--- src/rtl/fp32_multiplier.sv ---
// fp32_multiplier: binary32 multiply, round-to-nearest-even, one output register.
// Define FP32_MUL_DENORM_EN for subnormal inputs/outputs (default: DAZ/FTZ).
module fp32_multiplier (
    input  logic        clk,
    input  logic        rst_n,
    input  logic        in_valid,
    input  logic [31:0] operand_a,
    input  logic [31:0] operand_b,
    output logic        out_valid,
    output logic [31:0] result,
    output logic        exception_flag,
    output logic        overflow_flag,
    output logic        underflow_flag
);

    logic        sa, sb, sign;
    logic [7:0]  ea, eb;
    logic [22:0] fa, fb;
    logic        a_nan, b_nan, a_inf, b_inf, a_zero, b_zero;

    logic [23:0]        ma, mb;
    logic signed [10:0] xa, xb;
    logic [47:0]        prod, norm, sh;
    logic signed [10:0] exp_n, exp_r;

    logic [22:0] mant;
    logic        guard, sticky, lost, rup, tiny;
    logic [23:0] mr;

    logic [31:0] res_d, res_q;
    logic        exc_d, exc_q, ovf_d, ovf_q, unf_d, unf_q;
    logic        valid_q;

    assign sa = operand_a[31];
    assign sb = operand_b[31];
    assign ea = operand_a[30:23];
    assign eb = operand_b[30:23];
    assign fa = operand_a[22:0];
    assign fb = operand_b[22:0];
    assign sign = sa ^ sb;

    assign a_nan = (ea == 8'hFF) && (fa != 23'd0);
    assign b_nan = (eb == 8'hFF) && (fb != 23'd0);
    assign a_inf = (ea == 8'hFF) && (fa == 23'd0);
    assign b_inf = (eb == 8'hFF) && (fb == 23'd0);

`ifdef FP32_MUL_DENORM_EN
    logic [4:0] lz_a, lz_b;
    logic [5:0] shamt;
    logic       flush;

    function automatic logic [4:0] lzc24(input logic [23:0] v);
        lzc24 = 5'd0;
        for (int i = 0; i < 24; i++) begin
            if (v[i]) lzc24 = 5'(23 - i);
        end
    endfunction

    assign a_zero = (ea == 8'd0) && (fa == 23'd0);
    assign b_zero = (eb == 8'd0) && (fb == 23'd0);
    assign lz_a   = lzc24({1'b0, fa});
    assign lz_b   = lzc24({1'b0, fb});
`else
    assign a_zero = (ea == 8'd0);
    assign b_zero = (eb == 8'd0);
`endif

    // Operand significands with a leading one at bit 23 and signed exponents
    always_comb begin
        ma = {1'b1, fa};
        mb = {1'b1, fb};
        xa = $signed({3'b000, ea});
        xb = $signed({3'b000, eb});
`ifdef FP32_MUL_DENORM_EN
        if (ea == 8'd0) begin
            ma = {1'b0, fa} << lz_a;
            xa = 11'sd1 - $signed({6'b0, lz_a});
        end
        if (eb == 8'd0) begin
            mb = {1'b0, fb} << lz_b;
            xb = 11'sd1 - $signed({6'b0, lz_b});
        end
`endif
    end

    assign prod  = ma * mb;
    assign norm  = prod[47] ? prod : {prod[46:0], 1'b0};
    assign exp_n = xa + xb - 11'sd127 + $signed({10'b0, prod[47]});
    assign tiny  = (exp_n <= 11'sd0);

    always_comb begin
        sh   = norm;
        lost = 1'b0;
`ifdef FP32_MUL_DENORM_EN
        shamt = 6'(11'sd1 - exp_n);
        flush = tiny && (exp_n < -11'sd24);
        if (tiny && !flush) begin
            sh   = norm >> shamt;
            lost = |(norm & ((48'd1 << shamt) - 48'd1));
        end
`endif
        mant   = sh[46:24];
        guard  = sh[23];
        sticky = (|sh[22:0]) | lost;
        rup    = guard & (sticky | mant[0]);
        mr     = {1'b0, mant} + {23'd0, rup};
        exp_r  = exp_n + $signed({10'b0, mr[23]});
    end

    // Special cases first, in priority order, then the finite datapath
    always_comb begin
        res_d = 32'd0;
        exc_d = 1'b0;
        ovf_d = 1'b0;
        unf_d = 1'b0;
        if (a_nan || b_nan || (a_zero && b_inf) ||
            (a_inf && b_zero)) begin
            res_d = 32'h7FC0_0000;
            exc_d = 1'b1;
        end else if (a_inf || b_inf) begin
            res_d = {sign, 8'hFF, 23'd0};
        end else if (a_zero || b_zero) begin
            res_d = {sign, 31'd0};
        end else if (tiny) begin
`ifdef FP32_MUL_DENORM_EN
            if (flush) begin
                res_d = {sign, 31'd0};
                unf_d = 1'b1;
            end else begin
                res_d = {sign, 7'd0, mr[23], mr[22:0]};
                unf_d = guard | sticky;
            end
`else
            res_d = {sign, 31'd0};
            unf_d = 1'b1;
`endif
        end else if (exp_r >= 11'sd255) begin
            res_d = {sign, 8'hFF, 23'd0};
            ovf_d = 1'b1;
        end else begin
            res_d = {sign, exp_r[7:0], mr[22:0]};
        end
    end

    always_ff @(posedge clk or negedge rst_n) begin
        if (!rst_n) begin
            valid_q <= 1'b0;
            res_q   <= 32'd0;
            exc_q   <= 1'b0;
            ovf_q   <= 1'b0;
            unf_q   <= 1'b0;
        end else begin
            valid_q <= in_valid;
            if (in_valid) begin
                res_q <= res_d;
                exc_q <= exc_d;
                ovf_q <= ovf_d;
                unf_q <= unf_d;
            end
        end
    end

    assign out_valid      = valid_q;
    assign result         = res_q;
    assign exception_flag = exc_q;
    assign overflow_flag  = ovf_q;
    assign underflow_flag = unf_q;

endmodule

--- config.mk ---
export PLATFORM = sky130hd
export DESIGN_NAME = fp32_multiplier
export DESIGN_NICKNAME = d
export VERILOG_FILES = /design/src/rtl/fp32_multiplier.sv
export SDC_FILE = /design/constraint.sdc
export NUM_CORES = 2
export LEC_CHECK = 0
export CORE_UTILIZATION = 65
export CTS_BUF_LIST = sky130_fd_sc_hd__clkbuf_8
export DETAILED_ROUTE_END_ITERATION = 16
export GPL_TIMING_DRIVEN = 1
export PLACE_DENSITY = 0.93
export SLEW_MARGIN = 20
export SYNTH_ARGS = -nofsm -noshare
export SYNTH_HDL_FRONTEND = slang
export SYNTH_SLANG_ARGS = --single-unit
--- constraint.sdc ---
create_clock -name clk -period 1.1 [get_ports clk]
set_clock_uncertainty 0.05 [all_clocks]
set_input_delay 0.22 -clock clk [delete_from_list [all_inputs] [get_ports clk]]
set_output_delay 0.22 -clock clk [all_outputs]
set_load 0.005 [all_outputs]
==> results of run 1 <==
-- timing repair --
| item | CTS |
|---|---|
| endpoints found under the setup margin | 71 |
| setup buffers | 139 |
| hold endpoints to repair | 0 |
| gates cloned | 18 |
| gates resized for setup | 602 |
| pin swaps | 177 |
-- cells in the mapped netlist (6+ instances only) --
| master | number |
|---|---|
| inv_1 | 631 |
| fa_1 | 483 |
| nand2_1 | 323 |
| and2_1 | 248 |
| ha_1 | 192 |
| nor2_1 | 122 |
| clkbuf_1 | 108 |
| a21oi_1 | 80 |
| xnor2_1 | 50 |
| o21ai_0 | 49 |
| dfrtp_1 | 36 |
| xor2_1 | 29 |
| nor3_1 | 26 |
| nor4_1 | 24 |
| nand4_1 | 23 |
| a21o_1 | 19 |
| o22ai_1 | 15 |
| o21a_1 | 13 |
| buf_2 | 12 |
| mux2i_1 | 12 |
| nor2b_1 | 12 |
| a211oi_1 | 9 |
| nand3_1 | 9 |
| o211ai_1 | 9 |
| o32ai_2 | 9 |
| or4_1 | 9 |
| o31ai_1 | 8 |
| o21ai_1 | 7 |
| o32ai_1 | 7 |
| or3_1 | 7 |
| a2111oi_0 | 6 |
| a31oi_1 | 6 |
| and3_1 | 6 |
| nand2b_1 | 6 |
| o21bai_1 | 6 |
-- per-layer routing --
| metal | GRT usage (%) | GRT overflow |
|---|---|---|
| met5 | 53.71 | 2 |
| met3 | 77.24 | 27 |
| met2 | 105.9 | 785 |
| met4 | 95.69 | 395 |
| met1 | 85.75 | 28 |
-- through the flow --
stage	instances	setup WS (ps)
3_5_place_dp	3606	-9250
3_3_place_gp	3606	-8490
4_1_cts	3768	-8091
2_1_floorplan	2706	-7563
-- kinds of logic after synthesis --
| group | after synthesis | synth area share (%) |
|---|---|---|
| AND/OR/NAND/NOR | 844 | 18.33 |
| adder cells (fa/ha/maj) | 675 | 52.46 |
| flip-flops | 36 | 3.915 |
| AO/OA/AOI/OAI | 295 | 8.977 |
| XOR/XNOR | 79 | 3.007 |
| multiplexers | 17 | 0.7830 |
| buffers and inverters | 760 | 12.53 |
==> qor.tcl, run 1 <==
set qor(status) {aborted with a tool error}
set qor(failed_stage) {5_1_grt}
set qor(flow.first_error) {[ERROR GRT-0116] Global routing finished with congestion. Check the congestion regions in the DRC Viewer.}
set qor(synth_flop_cell) {dfrtp_1}
set qor(ioPinCount) 103
set qor(initial_utilization_pct) 66.29
set qor(grt_pass1_vias) 35370
set qor(synth_seq_area_share_pct) 3.915
set qor(holdBufCountCts) 0
set qor(synth_area_leader_cell) {fa_1}
set qor(synth_enable_flop_cells) 0
set qor(grt_util_all_layers_pct) 90.07
set qor(num_rows) 68
set qor(grt_remaining_overflow) 1237
set qor(htree_levels) 2
set qor(place.port_buffers) 102
set qor(cts.path.max_buffers) 2
set qor(cts_made_buffers) 5
set qor(yosys.cell_types.count) 87
set qor(syn_nets) 3448
set qor(tritoncts_num_sinks) 36
set qor(synth-seq-cells) 36
set qor(synth.yosys.warnings) 0
set qor(place_congestion) 1.041
set qor(dieWidth_um) 190.2
set qor(grt_pass1_wl_um) 242600
set qor(cts_root_buffer) {clkbuf_8}
set qor(postSynthAreaPerCell_um2) 8.504
set qor(synthesis.instances) 2706
set qor(placement.cell_area_mm2) 0.02843
set qor(asyncSetResetFlopFracSynth_pct) 100.0
set qor(synthTopCellsByArea) {fa_1 (42%), ha_1 (10%), inv_1 (10%), and2_1 (6.7%), nand2_1 (5.3%)}
set qor(place_hpwl_um) 72560
set qor(die_h_um) 190.2
set qor(netlist_area_mm2) 0.02301
set qor(synth_top_cell_area_share_pct) 42.02
set qor(grt_max_degree) 37
==> run 2, diff against run 1 <==
CORE_UTILIZATION = 40   (was 65)
CTS_BUF_LIST = not set   (was sky130_fd_sc_hd__clkbuf_8)
PLACE_DENSITY = not set   (was 0.93)
PLACE_DENSITY_LB_ADDON = 0.15   (was not set)
==> qor.tcl, run 2 <==
set qor(r2r_setup_slack_ps) 250
set qor(grt_pass1_wl_um) 128000
set qor(netlist_area_mm2) 0.02301 ;# unchanged
set qor(tritoncts) {done}
set qor(clk_pin_slew_ps) 60
set qor(clk_latency_ps) 280
set qor(dieWidth_um) 241.8 ;# +27%
set qor(ant_nets) 0
set qor(areaGrowthSynthToFinish_pct) 41.31
set qor(register_area_um2) 900.9
set qor(die_h_um) 241.8 ;# +27%
set qor(numPlacedInstances) 3918 ;# +8.7%
set qor(crit_family) {adder cells}
set qor(critPathLaunchType) {input port}
set qor(final_max_slew_viol_count) 0
set qor(dr_pass1_iterations) 7
set qor(setup_ws_ps) -7979
set qor(worst_pin_slew_ps) 782.3
set qor(cts_root_buffer) {clkbuf_16}
set qor(finalSetupViolations) 35
set qor(place_worst_setup_slack_ps) -9023 ;# +226.8 ps
set qor(maxSlewHeadroom_pct) 46.50
set qor(classification_of_the_worst_setup_path) {input port to flip-flop}
set qor(grt_util_all_layers_pct) 27.74
set qor(cts.path.max_buffers) 2 ;# unchanged
set qor(worst_path_arrival_time_ps) 9220
set qor(place_congestion) 0.9305 ;# -11%
set qor(layout_common_cells) {inv_1 (595), buf_4 (520), fa_1 (439), nand2_1 (304), and2_1 (208)}
set qor(report.final.hold_viol_count) 0
set qor(synth-seq-cells) 36 ;# unchanged
set qor(max-cap-violations) 0
set qor(num_rows) 87 ;# +28%
set qor(cpMaxStageDelayCell) {fa_1}
set qor(core_mm2) 0.05660
set qor(place_hpwl_um) 60620 ;# -16%
set qor(multi_input_area_mm2) 0.02083
set qor(timing.reg2reg.worst_path_depth) 2
set qor(flip_flop_count_of_the_largest_register_after_layout) 32
set qor(postLayoutCellArea_mm2) 0.03252
set qor(critPathMaxStageDelay_ps) 620
set qor(post-route-period-util_pct) 825.4
set qor(rsz0062_at_grt) {true}
set qor(synth_enable_flop_cells) 0 ;# unchanged
set qor(worstPathMaxFanout) 12
set qor(syn_nets) 3448 ;# unchanged
set qor(grt_remaining_overflow) 0
set qor(period_minus_slack_ps) 9079
set qor(finalWirelength_um) 79600
set qor(grt_pass1_vias) 22900
set qor(hold_path_class) {input port to asynchronous set/reset pin}
set qor(die_area_mm2) 0.05849
set qor(place.port_buffers) 102 ;# unchanged
set qor(via_count) 21150
set qor(nFillCells) 5011
set qor(synth_area_leader_cell) {fa_1}
set qor(grt_max_degree) 37
set qor(critPathMostFrequentCell) {fa_1}
set qor(ioPinCount) 103 ;# unchanged
set qor(critical_path_required_ps) 1240
set qor(htree_levels) 2 ;# unchanged
set qor(clock.fmax_mhz) 110.1
set qor(initialDrtViolationCount) 1347
set qor(grt_antenna_before_repair) 0
set qor(tritoncts_num_sinks) 36 ;# unchanged
set qor(cts_made_buffers) 5 ;# unchanged
set qor(worst_r2r_endpoint) {result[30]$_DFFE_PN0P_}
set qor(detail_route.wl_per_cell_um) 19.41
set qor(asyncSetResetFlopFracSynth_pct) 100.0 ;# unchanged
set qor(rr_startpoint) {result[30]$_DFFE_PN0P_}
set qor(synth.yosys.warnings) 0 ;# unchanged
set qor(antenna_cells) 0
set qor(final_net_count) 4087
set qor(stdcell_count) 4102
set qor(share_of_final_layout_standard_cells_stronger_than_drive_strength_1_pct) 31.71
set qor(synthesis.instances) 2706 ;# unchanged
set qor(yosys.cell_types.count) 87 ;# unchanged
set qor(synthTopCellsByArea) {fa_1 (42%), ha_1 (10%), inv_1 (10%), and2_1 (6.7%), nand2_1 (5.3%)}
set qor(crit_start) {operand_a[12]}
set qor(synth_seq_area_share_pct) 3.915 ;# unchanged
set qor(synth_top_cell_area_share_pct) 42.02 ;# unchanged
set qor(detail_route.drc_violations) 0
set qor(synth.most_common_cell) {inv_1}
set qor(mostFrequentLayoutCell) {inv_1}
set qor(synthTopCellsByCount) {inv_1 (631), fa_1 (483), nand2_1 (323), and2_1 (248), ha_1 (192)}
set qor(critical_path_buf_inv_count) 12
set qor(status) {finished, violations left}
set qor(placement.cell_area_mm2) 0.02894 ;# +1.8%
set qor(postSynthAreaPerCell_um2) 8.504 ;# unchanged
set qor(vias_per_cell) 5.156
set qor(utilization_pct) 57.44
set qor(synth_flop_cell) {dfrtp_1}
set qor(initial_utilization_pct) 40.65 ;# -26 points
set qor(setup.worst_path.end_class) {flip-flop}
set qor(violations) {negative setup slack}
==> run 2: kinds of logic after synthesis <==
kind of cell               count (synthesis)  share of synthesized area (%)
and+or+nand+nor                          844                          18.33
DFF                                       36                          3.915
adders and majority gates                675                          52.46
muxes                                     17                         0.7830
buffers and inverters                    760                          12.53
xor gates and xnor gates                  79                          3.007
AOI/OAI and AO/OA                        295                          8.977
==> run 2: what timing repair did <==
| item | CTS | global route |
|---|---|---|
| resized for setup | 605 | 132 |
| endpoints found under the hold margin | 36 | 0 |
| setup buffers | 145 | 18 |
| pin swaps | 169 | 108 |
| endpoints found under the setup margin | 71 | 40 |
| cloned | 23 | 1 |
| hold buffers | 1 | 0 |
==> run 2: worst register-to-register path, stage by stage, from the launching register on <==
cell     delay [ps]
dfrtp_1         390
o21ai_0         230
a21oi_2          60
==> run 2: routing by layer <==
layer | track usage [%] | share of wire (%)
met5 | 0 | 0
met4 | 12.36 | 5.4
met3 | 2.397 | 4.4
met2 | 47.79 | 49
met1 | 35.44 | 41
==> run 2: stage by stage <==
stage	hold slack [ps]	TNS [ps]
global route	417.8	-273770
CTS	374.1	-265310
detailed placement	142.4	-295560
global placement	142.1	-291350
finish	383.4	-262450
floorplan	-125.6	-247050
==> run 2: area by class of cell <==
class	count	area share, %
clock inverters	3	0.1308
repair buffers	758	22.36
flip-flops and latches	36	2.771
well taps	756	2.909
multi-input cells	1910	64.04
inverters	634	7.403
clock buffers	5	0.3848
==> run 2: worst max path at each step <==
stage / to / slack, ps / cells past startpoint
after global routing: result[20]$_DFFE_PN0P_ / -8310 / 36
final: result[0]$_DFFE_PN0P_ / -7980 / 37
after detailed placement: result[10]$_DFFE_PN0P_ / -9020 / 35
after floorplan: result[3]$_DFFE_PN0P_ / -7560 / 37
after CTS: result[7]$_DFFE_PN0P_ / -8060 / 37
after global placement: result[10]$_DFFE_PN0P_ / -8820 / 36
Power of run 2 is left out: the tool's default activity adds up to more than one toggle a clock period on the data nets, which glitch-free logic cannot reach.
